$ cat src/rtl/serial_frame_rx_if.sv
// Output word buffer of the serial deframer: a single-entry valid/ready stream.
// The deframer drives data/valid through master; the consumer drives ready through slave.
interface serial_frame_rx_if #(
    parameter int BW_DATA = 8
);
    logic [BW_DATA-1:0] o_Data;
    logic               o_Valid;
    logic               i_Ready;

    modport master (output o_Data, output o_Valid, input  i_Ready);
    modport slave  (input  o_Data, input  o_Valid, output i_Ready);
endinterface

$ cat src/rtl/serial_frame_rx.sv
// One-bit-per-clock serial deframer: start bit, MSB-first data, optional even parity, stop bit.
// Good words land in a single-entry valid/ready buffer; parity/framing/overflow are one-cycle pulses.
module serial_frame_rx #(
    parameter int BW_DATA   = 8,
    parameter bit PARITY_EN = 1'b1
) (
    input  logic                     i_Clk,
    input  logic                     i_Rstn,
    input  logic                     i_Sin,
    serial_frame_rx_if.master        out_if,
    output logic                     o_ParErr,
    output logic                     o_FrmErr,
    output logic                     o_Ovf,
    output logic                     o_Busy
);

    localparam int                 CNT_W    = $clog2(BW_DATA + 1);
    localparam logic [CNT_W-1:0]   LAST_BIT = CNT_W'(BW_DATA - 1);

    typedef enum logic [1:0] {IDLE, DATA, PARITY, STOP} state_t;

    state_t             state_q,   state_d;
    logic [BW_DATA-1:0] shadow_q,  shadow_d;
    logic [BW_DATA-1:0] data_q,    data_d;
    logic [CNT_W-1:0]   cnt_q,     cnt_d;
    logic               par_q,     par_d;
    logic               valid_q,   valid_d;
    logic               par_err_q, par_err_d;
    logic               frm_err_q, frm_err_d;
    logic               ovf_q,     ovf_d;
    logic               busy_q,    busy_d;

    // par_q accumulates the XOR of data bits; after the parity bit it is the error flag.
    always_comb begin
        state_d   = state_q;
        shadow_d  = shadow_q;
        data_d    = data_q;
        cnt_d     = cnt_q;
        par_d     = par_q;
        valid_d   = valid_q & ~out_if.i_Ready;
        par_err_d = 1'b0;
        frm_err_d = 1'b0;
        ovf_d     = 1'b0;

        case (state_q)
            IDLE: begin
                if (!i_Sin) begin
                    state_d = DATA;
                    cnt_d   = '0;
                    par_d   = 1'b0;
                end
            end
            DATA: begin
                shadow_d = BW_DATA'({shadow_q, i_Sin});
                par_d    = par_q ^ i_Sin;
                cnt_d    = cnt_q + CNT_W'(1);
                if (cnt_q == LAST_BIT) begin
                    state_d = PARITY_EN ? PARITY : STOP;
                end
            end
            PARITY: begin
                par_d   = par_q ^ i_Sin;
                state_d = STOP;
            end
            STOP: begin
                state_d = IDLE;
                // Framing error wins over parity error; a full, unconsumed buffer drops the new word.
                if (!i_Sin) begin
                    frm_err_d = 1'b1;
                end else if (PARITY_EN && par_q) begin
                    par_err_d = 1'b1;
                end else if (!valid_q || out_if.i_Ready) begin
                    data_d  = shadow_q;
                    valid_d = 1'b1;
                end else begin
                    ovf_d = 1'b1;
                end
            end
            default: state_d = IDLE;
        endcase

        busy_d = (state_d != IDLE);
    end

    always_ff @(posedge i_Clk or negedge i_Rstn) begin
        if (!i_Rstn) begin
            state_q   <= IDLE;
            shadow_q  <= '0;
            data_q    <= '0;
            cnt_q     <= '0;
            par_q     <= 1'b0;
            valid_q   <= 1'b0;
            par_err_q <= 1'b0;
            frm_err_q <= 1'b0;
            ovf_q     <= 1'b0;
            busy_q    <= 1'b0;
        end else begin
            state_q   <= state_d;
            shadow_q  <= shadow_d;
            data_q    <= data_d;
            cnt_q     <= cnt_d;
            par_q     <= par_d;
            valid_q   <= valid_d;
            par_err_q <= par_err_d;
            frm_err_q <= frm_err_d;
            ovf_q     <= ovf_d;
            busy_q    <= busy_d;
        end
    end

    assign out_if.o_Data  = data_q;
    assign out_if.o_Valid = valid_q;
    assign o_ParErr       = par_err_q;
    assign o_FrmErr       = frm_err_q;
    assign o_Ovf          = ovf_q;
    assign o_Busy         = busy_q;

endmodule
$ cat src/flat_wrapper.sv
// flat-port wrapper written by rule: the top's interface ports become plain ports
module serial_frame_rx_flat 
#(
    parameter int BW_DATA   = 8,
    parameter bit PARITY_EN = 1'b1
)
  (i_Clk, i_Rstn, i_Sin, o_ParErr, o_FrmErr, o_Ovf, o_Busy, out_if_o_Data, out_if_o_Valid, out_if_i_Ready);
  serial_frame_rx_if #(.BW_DATA(BW_DATA)) out_if_i ();
  input  logic i_Clk;
  input  logic i_Rstn;
  input  logic i_Sin;
  output logic o_ParErr;
  output logic o_FrmErr;
  output logic o_Ovf;
  output logic o_Busy;
  output wire logic [$bits(out_if_i.o_Data)-1:0] out_if_o_Data;
  output wire logic [$bits(out_if_i.o_Valid)-1:0] out_if_o_Valid;
  input wire logic [$bits(out_if_i.i_Ready)-1:0] out_if_i_Ready;
  assign out_if_o_Data = out_if_i.o_Data;
  assign out_if_o_Valid = out_if_i.o_Valid;
  assign out_if_i.i_Ready = out_if_i_Ready;
  serial_frame_rx #(.BW_DATA(BW_DATA), .PARITY_EN(PARITY_EN)) u_core (.i_Clk(i_Clk), .i_Rstn(i_Rstn), .i_Sin(i_Sin), .out_if(out_if_i), .o_ParErr(o_ParErr), .o_FrmErr(o_FrmErr), .o_Ovf(o_Ovf), .o_Busy(o_Busy));
endmodule
$ cat config.mk
export PLATFORM = sky130hd
export DESIGN_NAME = serial_frame_rx_flat
export DESIGN_NICKNAME = d
export VERILOG_FILES = /design/src/rtl/serial_frame_rx_if.sv /design/src/rtl/serial_frame_rx.sv /design/src/flat_wrapper.sv
export SDC_FILE = /design/constraint.sdc
export NUM_CORES = 1
export LEC_CHECK = 0
export CELL_PAD_IN_SITES_DETAIL_PLACEMENT = 1
export CELL_PAD_IN_SITES_GLOBAL_PLACEMENT = 1
export CORE_ASPECT_RATIO = 1.25
export CORE_MARGIN = 5
export CORE_UTILIZATION = 46
export DETAILED_ROUTE_END_ITERATION = 6
export HOLD_SLACK_MARGIN = 0.05
export PLACE_DENSITY = 0.8
export SYNTH_ARGS = -nofsm -noshare
export SYNTH_HDL_FRONTEND = slang
export SYNTH_SLANG_ARGS = --single-unit
$ cat constraint.sdc
create_clock -name i_Clk -period 3.2 [get_ports i_Clk]
set_clock_uncertainty 0.1 [all_clocks]
set_input_delay 0.48 -clock i_Clk [delete_from_list [all_inputs] [get_ports i_Clk]]
set_output_delay 0.48 -clock i_Clk [all_outputs]
set_load 0.005 [all_outputs]
---- Yosys cells after proc, flatten, opt, wreduce, memory -nomap -nowiden ----
Cells that the tools add are included.
Widths: inputs -> output; s select.
cells by class
  add/subtract/negate cells ............... 1
  equal/unequal tests ..................... 5
  reductions and logical operators ........ 10
  multiplexer cells ....................... 20
  bitwise gates (word level) .............. 4
operators by type and width
  cell                 number
  $mux 1               14
  $pmux 2 s4           1
  $pmux 4 s2           1
  $reduce_bool 2->1    3
  $add 4x1->4 const B  1
  $eq 2x2->1 const B   2
  $eq 4x3->1 const B   1
  $mux 2               2
  $mux 4               1
  $reduce_and 2->1     2
  $reduce_and 4->1     1
  $eq 2x1->1 const B   1
  $logic_not 2->1      1
  $ne 2x2->1 const B   1
  $not 1->1            2
  $pmux 1 s2           1
  $reduce_or 2->1      1
  $and 1x1->1          1
  $logic_not 1->1      1
  $logic_or 1x1->1     1
  $xor 1x1->1          1
word-level totals
  register bits ........................... 28
  output and inout bits ................... 13
  logic and storage cells ................. 50

---- Longest topological paths before layout ----
  word-level depth ........................ 6
  depth in mapped cells ................... 5
  depth with buffers taken out ............ 5

---- Worst setup path before layout ----
Ideal clock, no wire load.
  kind .................................... register -> register
  from .................................... reg u_core.state_q[1]
  to ...................................... reg u_core.busy_q (netlist: u_core.o_Busy)
  data arrival time ....................... 1.346 ns
  path buffers ............................ 0
  setup slack ............................. 1.629 ns
  cell stages (with the launch flop) ...... 6
  path through ............................ dfrtp_1 > inv_1 > ha_1 > or3_1 > o311a_1 > or2_1
on the way
  word-level cells in the longest chain between the ends .. 3
  elaborated cells between the ends (all ways) .. 8
RTL lines
  what                                      RTL line                source
  from (decl)                               serial_frame_rx.sv:22   state_t state_q, state_d;
  from (signal assigned)                    serial_frame_rx.sv:98   state_q <= state_d;
  $eq 2x2->1, or another cell as far along  serial_frame_rx.sv:45   case (state_q)
  $pmux 2 s4 *                              serial_frame_rx.sv:45
  via u_core.state_d[1]                     serial_frame_rx.sv:22
  $reduce_bool 2->1 *                       serial_frame_rx.sv:82   busy_d = (state_d != IDLE);
  via u_core.busy_d                         serial_frame_rx.sv:31   logic busy_q, busy_d;
  to (signal assigned)                      serial_frame_rx.sv:107  busy_q <= busy_d;
  to (decl)                                 serial_frame_rx.sv:31
The timed path passes the listed nets; every way through them passes the cells marked *.
A chain may end at the register's enable or synchronous reset.

---- Final worst setup path ----
  from .................................... reg u_core.state_q[1]
  to ...................................... reg u_core.cnt_q[3]
on the way
  word-level cells in the longest chain between the ends .. 3
  elaborated cells between the ends (all ways) .. 6
RTL lines
  what                                                              RTL line                source
  $eq 2x1->1 or $logic_not 2->1 (tied branches)                     serial_frame_rx.sv:45
  $reduce_bool 2->1 (no source line) or $ne 2x2->1 (tied branches)  -
  $reduce_and 2->1 (no source line)                                 -
  to (signal assigned)                                              serial_frame_rx.sv:101  cnt_q <= cnt_d;
  to (decl)                                                         serial_frame_rx.sv:25   logic [CNT_W-1:0] cnt_q, cnt_d;
Several ways; a longest one is shown, not always the timed one.

==> results_dict.tcl <==
set metrics [dict create \
    status "finished clean" \
    first_pass_iters 4 \
    p_sw_mw 0.422 \
    timing.hold.ws_ns 0.406 \
    final_nets 120 \
    dp_cells 138 \
    sequentialPowerShare 0.438 \
    required_ns 3.34 \
    cts_setup_buffers 0 \
    netlist.area_leader.share 0.570 \
    antenna_found_initial 0 \
    ios 17 \
    end_kind "register" \
    power_density_nw_per_um2 916 \
    setup_viol 0 \
    ys_seq_area_frac 0.570 \
    drive_above_1_share 0.222 \
    final_cell_area_um2 1480 \
    netSwitchingFraction 0.312 \
    rsz0062_at_grt "false" \
    fill_cells 273 \
    drt-total-wl_um 2290 \
    hold_buffers 0 \
    num_antenna_cells 0 \
    final.min_clock_period_ns 1.96 \
    r2r-start "u_core.state_q[1]" \
    clockBufferDepth 2 \
    drc_errors 0 \
    syn_to_final_growth_pct 20.1 \
    crit_slowest_cell "ha_1" \
    synth_warnings 0 \
    p_int_mw 0.930 \
    cp_top_family "compound AO/OA/AOI/OAI gates" \
    grt_use_total 0.138 \
    synth_nets 100 \
    yosysUniqueCellTypes 30 \
    leakage_nw 0.700 \
    cap_viol_max_count 0 \
    cp-startpoint "u_core.state_q[1]" \
    ctsResizeCount 0 \
    tightest_slew_ns 0.575 \
    ir_worst_vdd_uv 493 \
    place_area_um2 1420 \
    multi_input_area_um2 500 \
    seq_area_um2 701 \
    crit_fanout 16 \
    start_util 0.468 \
    clk_latency_ns 0.33 \
    fin_crit_sh 0.612 \
    io_buffers 16 \
    gp_routability_congestion 0.721 \
    hold_path_class "in2async" \
    relSlewSlack 0.616 \
    arrival_ns 2.10 \
    synth_edf_count 0 \
    vias 751 \
    cp-start-kind "register" \
    synth-seq-cells 28 \
    syn_inst 89 \
    p_comb_frac 0.390 \
    syn_area_um2 1230 \
    hold_viol 0 \
    clock_sink_count 28 \
    fmax_mhz 510 \
    grt_pass1_wl_um 3940 \
    synth_ff_type "dfrtp_1" \
    clockPowerShare 0.171 \
    critical_path_class "reg2reg" \
    hpwl_um 1700 \
    grt_pass1_vias 828 \
    tns_ns 0 \
    synthArstFlopShare 1.00 \
    cp_cell_sequence "inv_1 > ha_1 > o21ai_0 > a211o_1" \
    cts_tree "built" \
    viasPerCell 5.29 \
    grt-ovfl-total 0 \
    slew_violations 0 \
    fp.dieH_um 67.8 \
    cpPeakStageDelay_ns 0.52 \
    post_drt_wl_per_cell_um 16.1 \
    synth_top_cells_by_area "dfrtp_1 57%, mux2_2 15%, ha_1 7.1%" \
    die_area_um2 3810 \
    final_antenna_net_count 0 \
    fp-row-count 21 \
    root_buffer "clkbuf_4" \
    coreArea_um2 2630 \
    die_w_um 56.2 \
    yosysTopAreaCell "dfrtp_1" \
    h-tree-depth 1 \
    worst-path-buf-inv 1 \
    syn-mean-instance-area_um2 13.8 \
    grt_max_degree 29 \
    path_clk_slew_ns 0.15 \
    numCtsBuffers 3 \
    layout.cells.non_filler 142 \
    drt_iter0_drc 17 \
]
==> cell usage in the layout (no fill, tap or decap), drive strengths merged, types with 2 or more instances in the layout <==
master and instances:
nand2b 3, and3 2, nand3 2, ha 7, inv 3, and3b 2
clkdlybuf4s50 16, and2 2, dfrtp 28, nand2 3, clkbuf 3, mux2 17
nor2 2, o21ai 2
==> through the flow <==
step / setup slack [ns] / util / total power, mW
2_1_floorplan: 1.63 / - / 0.930
6_report: 1.24 / 0.561 / 1.35
3_5_place_dp: 0.870 / 0.541 / 1.13
4_1_cts: 1.24 / 0.561 / 1.37
3_3_place_gp: 0.931 / 0.541 / 1.09
5_1_grt: 1.13 / 0.561 / 1.45
==> synth_stat cells, types with 2 or more instances <==
cell and instances:
and3_1 2, inv_1 3, and3b_1 2, mux2_2 16, nor2_1 2, nand2_1 3, nand3_1 2, and2_1 2
dfrtp_1 28, nand2b_1 2, o21ai_0 2, ha_1 7
==> worst reg2reg max path, delay by kind of cell (launching register included) <==
family / cells / cell delay, ns
AO/OA/AOI/OAI: 2 / 0.69
buffers and inverters: 1 / 0.10
adder cells (fa/ha/maj): 1 / 0.52
flip-flops: 1 / 0.46
==> final timing paths <==
check | endpoint | slack (ns) | cells after the start
worst max register to register | u_core.cnt_q[3] | 1.24 | 4
worst min register to register | u_core.out_if.o_Data[0] | 0.43 | 1
min in group i_Clk | u_core.out_if.o_Data[0] | 0.43 | 1
worst max-delay path | u_core.cnt_q[3] | 1.24 | 4
worst min-delay path | u_core.o_FrmErr | 0.41 | 2
max in group asynchronous | u_core.state_q[1] | 2.34 | 2
==> power by group through the flow <==
stage	clock network [mW]	registers (mW)	logic, mW
2_1_floorplan	0	0.573	0.356
5_1_grt	0.250	0.612	0.586
3_5_place_dp	0	0.601	0.529
6_report	0.231	0.592	0.528
3_3_place_gp	0	0.588	0.501
4_1_cts	0.238	0.594	0.539
==> cell type report <==
class | count | share of cell area
clock inverter | 1 | 0.0204
clock buffer | 3 | 0.0153
sequential | 28 | 0.475
tap | 34 | 0.0288
inverter | 3 | 0.00763
multi-input combinational | 56 | 0.339
timing repair buffer | 17 | 0.114
==> layer usage <==
metal / GRT usage / wire length, um / vias to the layer above
li1: - / - / 357
met1: 0.149 / 954 / 376
met2: 0.262 / 1220 / 13
met3: 0.0191 / 61 / 5
met4: 0.0712 / 48 / 0
met5: 0 / 0 / -
==> kinds of logic (layout without fill, tap and decap cells) <==
family	count (synthesis)	after routing	synth area share
adder cells (fa/ha/maj)	7	7	0.0713
buffers and inverters	5	24	0.0224
flip-flops	28	28	0.570
multiplexers	17	17	0.156
AO/OA/AOI/OAI	10	10	0.0652
AND/OR/NAND/NOR	22	22	0.115
==> flip-flops by register name (all words and copies together) (netlist names) <==
signal	cells
u_core.o_Ovf	1
u_core.o_Busy	1
u_core.cnt_q	4
u_core.o_ParErr	1
u_core.shadow_q	8
u_core.state_q	2
u_core.out_if.o_Valid	1
u_core.o_FrmErr	1
u_core.out_if.o_Data	8
u_core.par_q	1
Note: power is estimated with default switching activity, not from simulation.
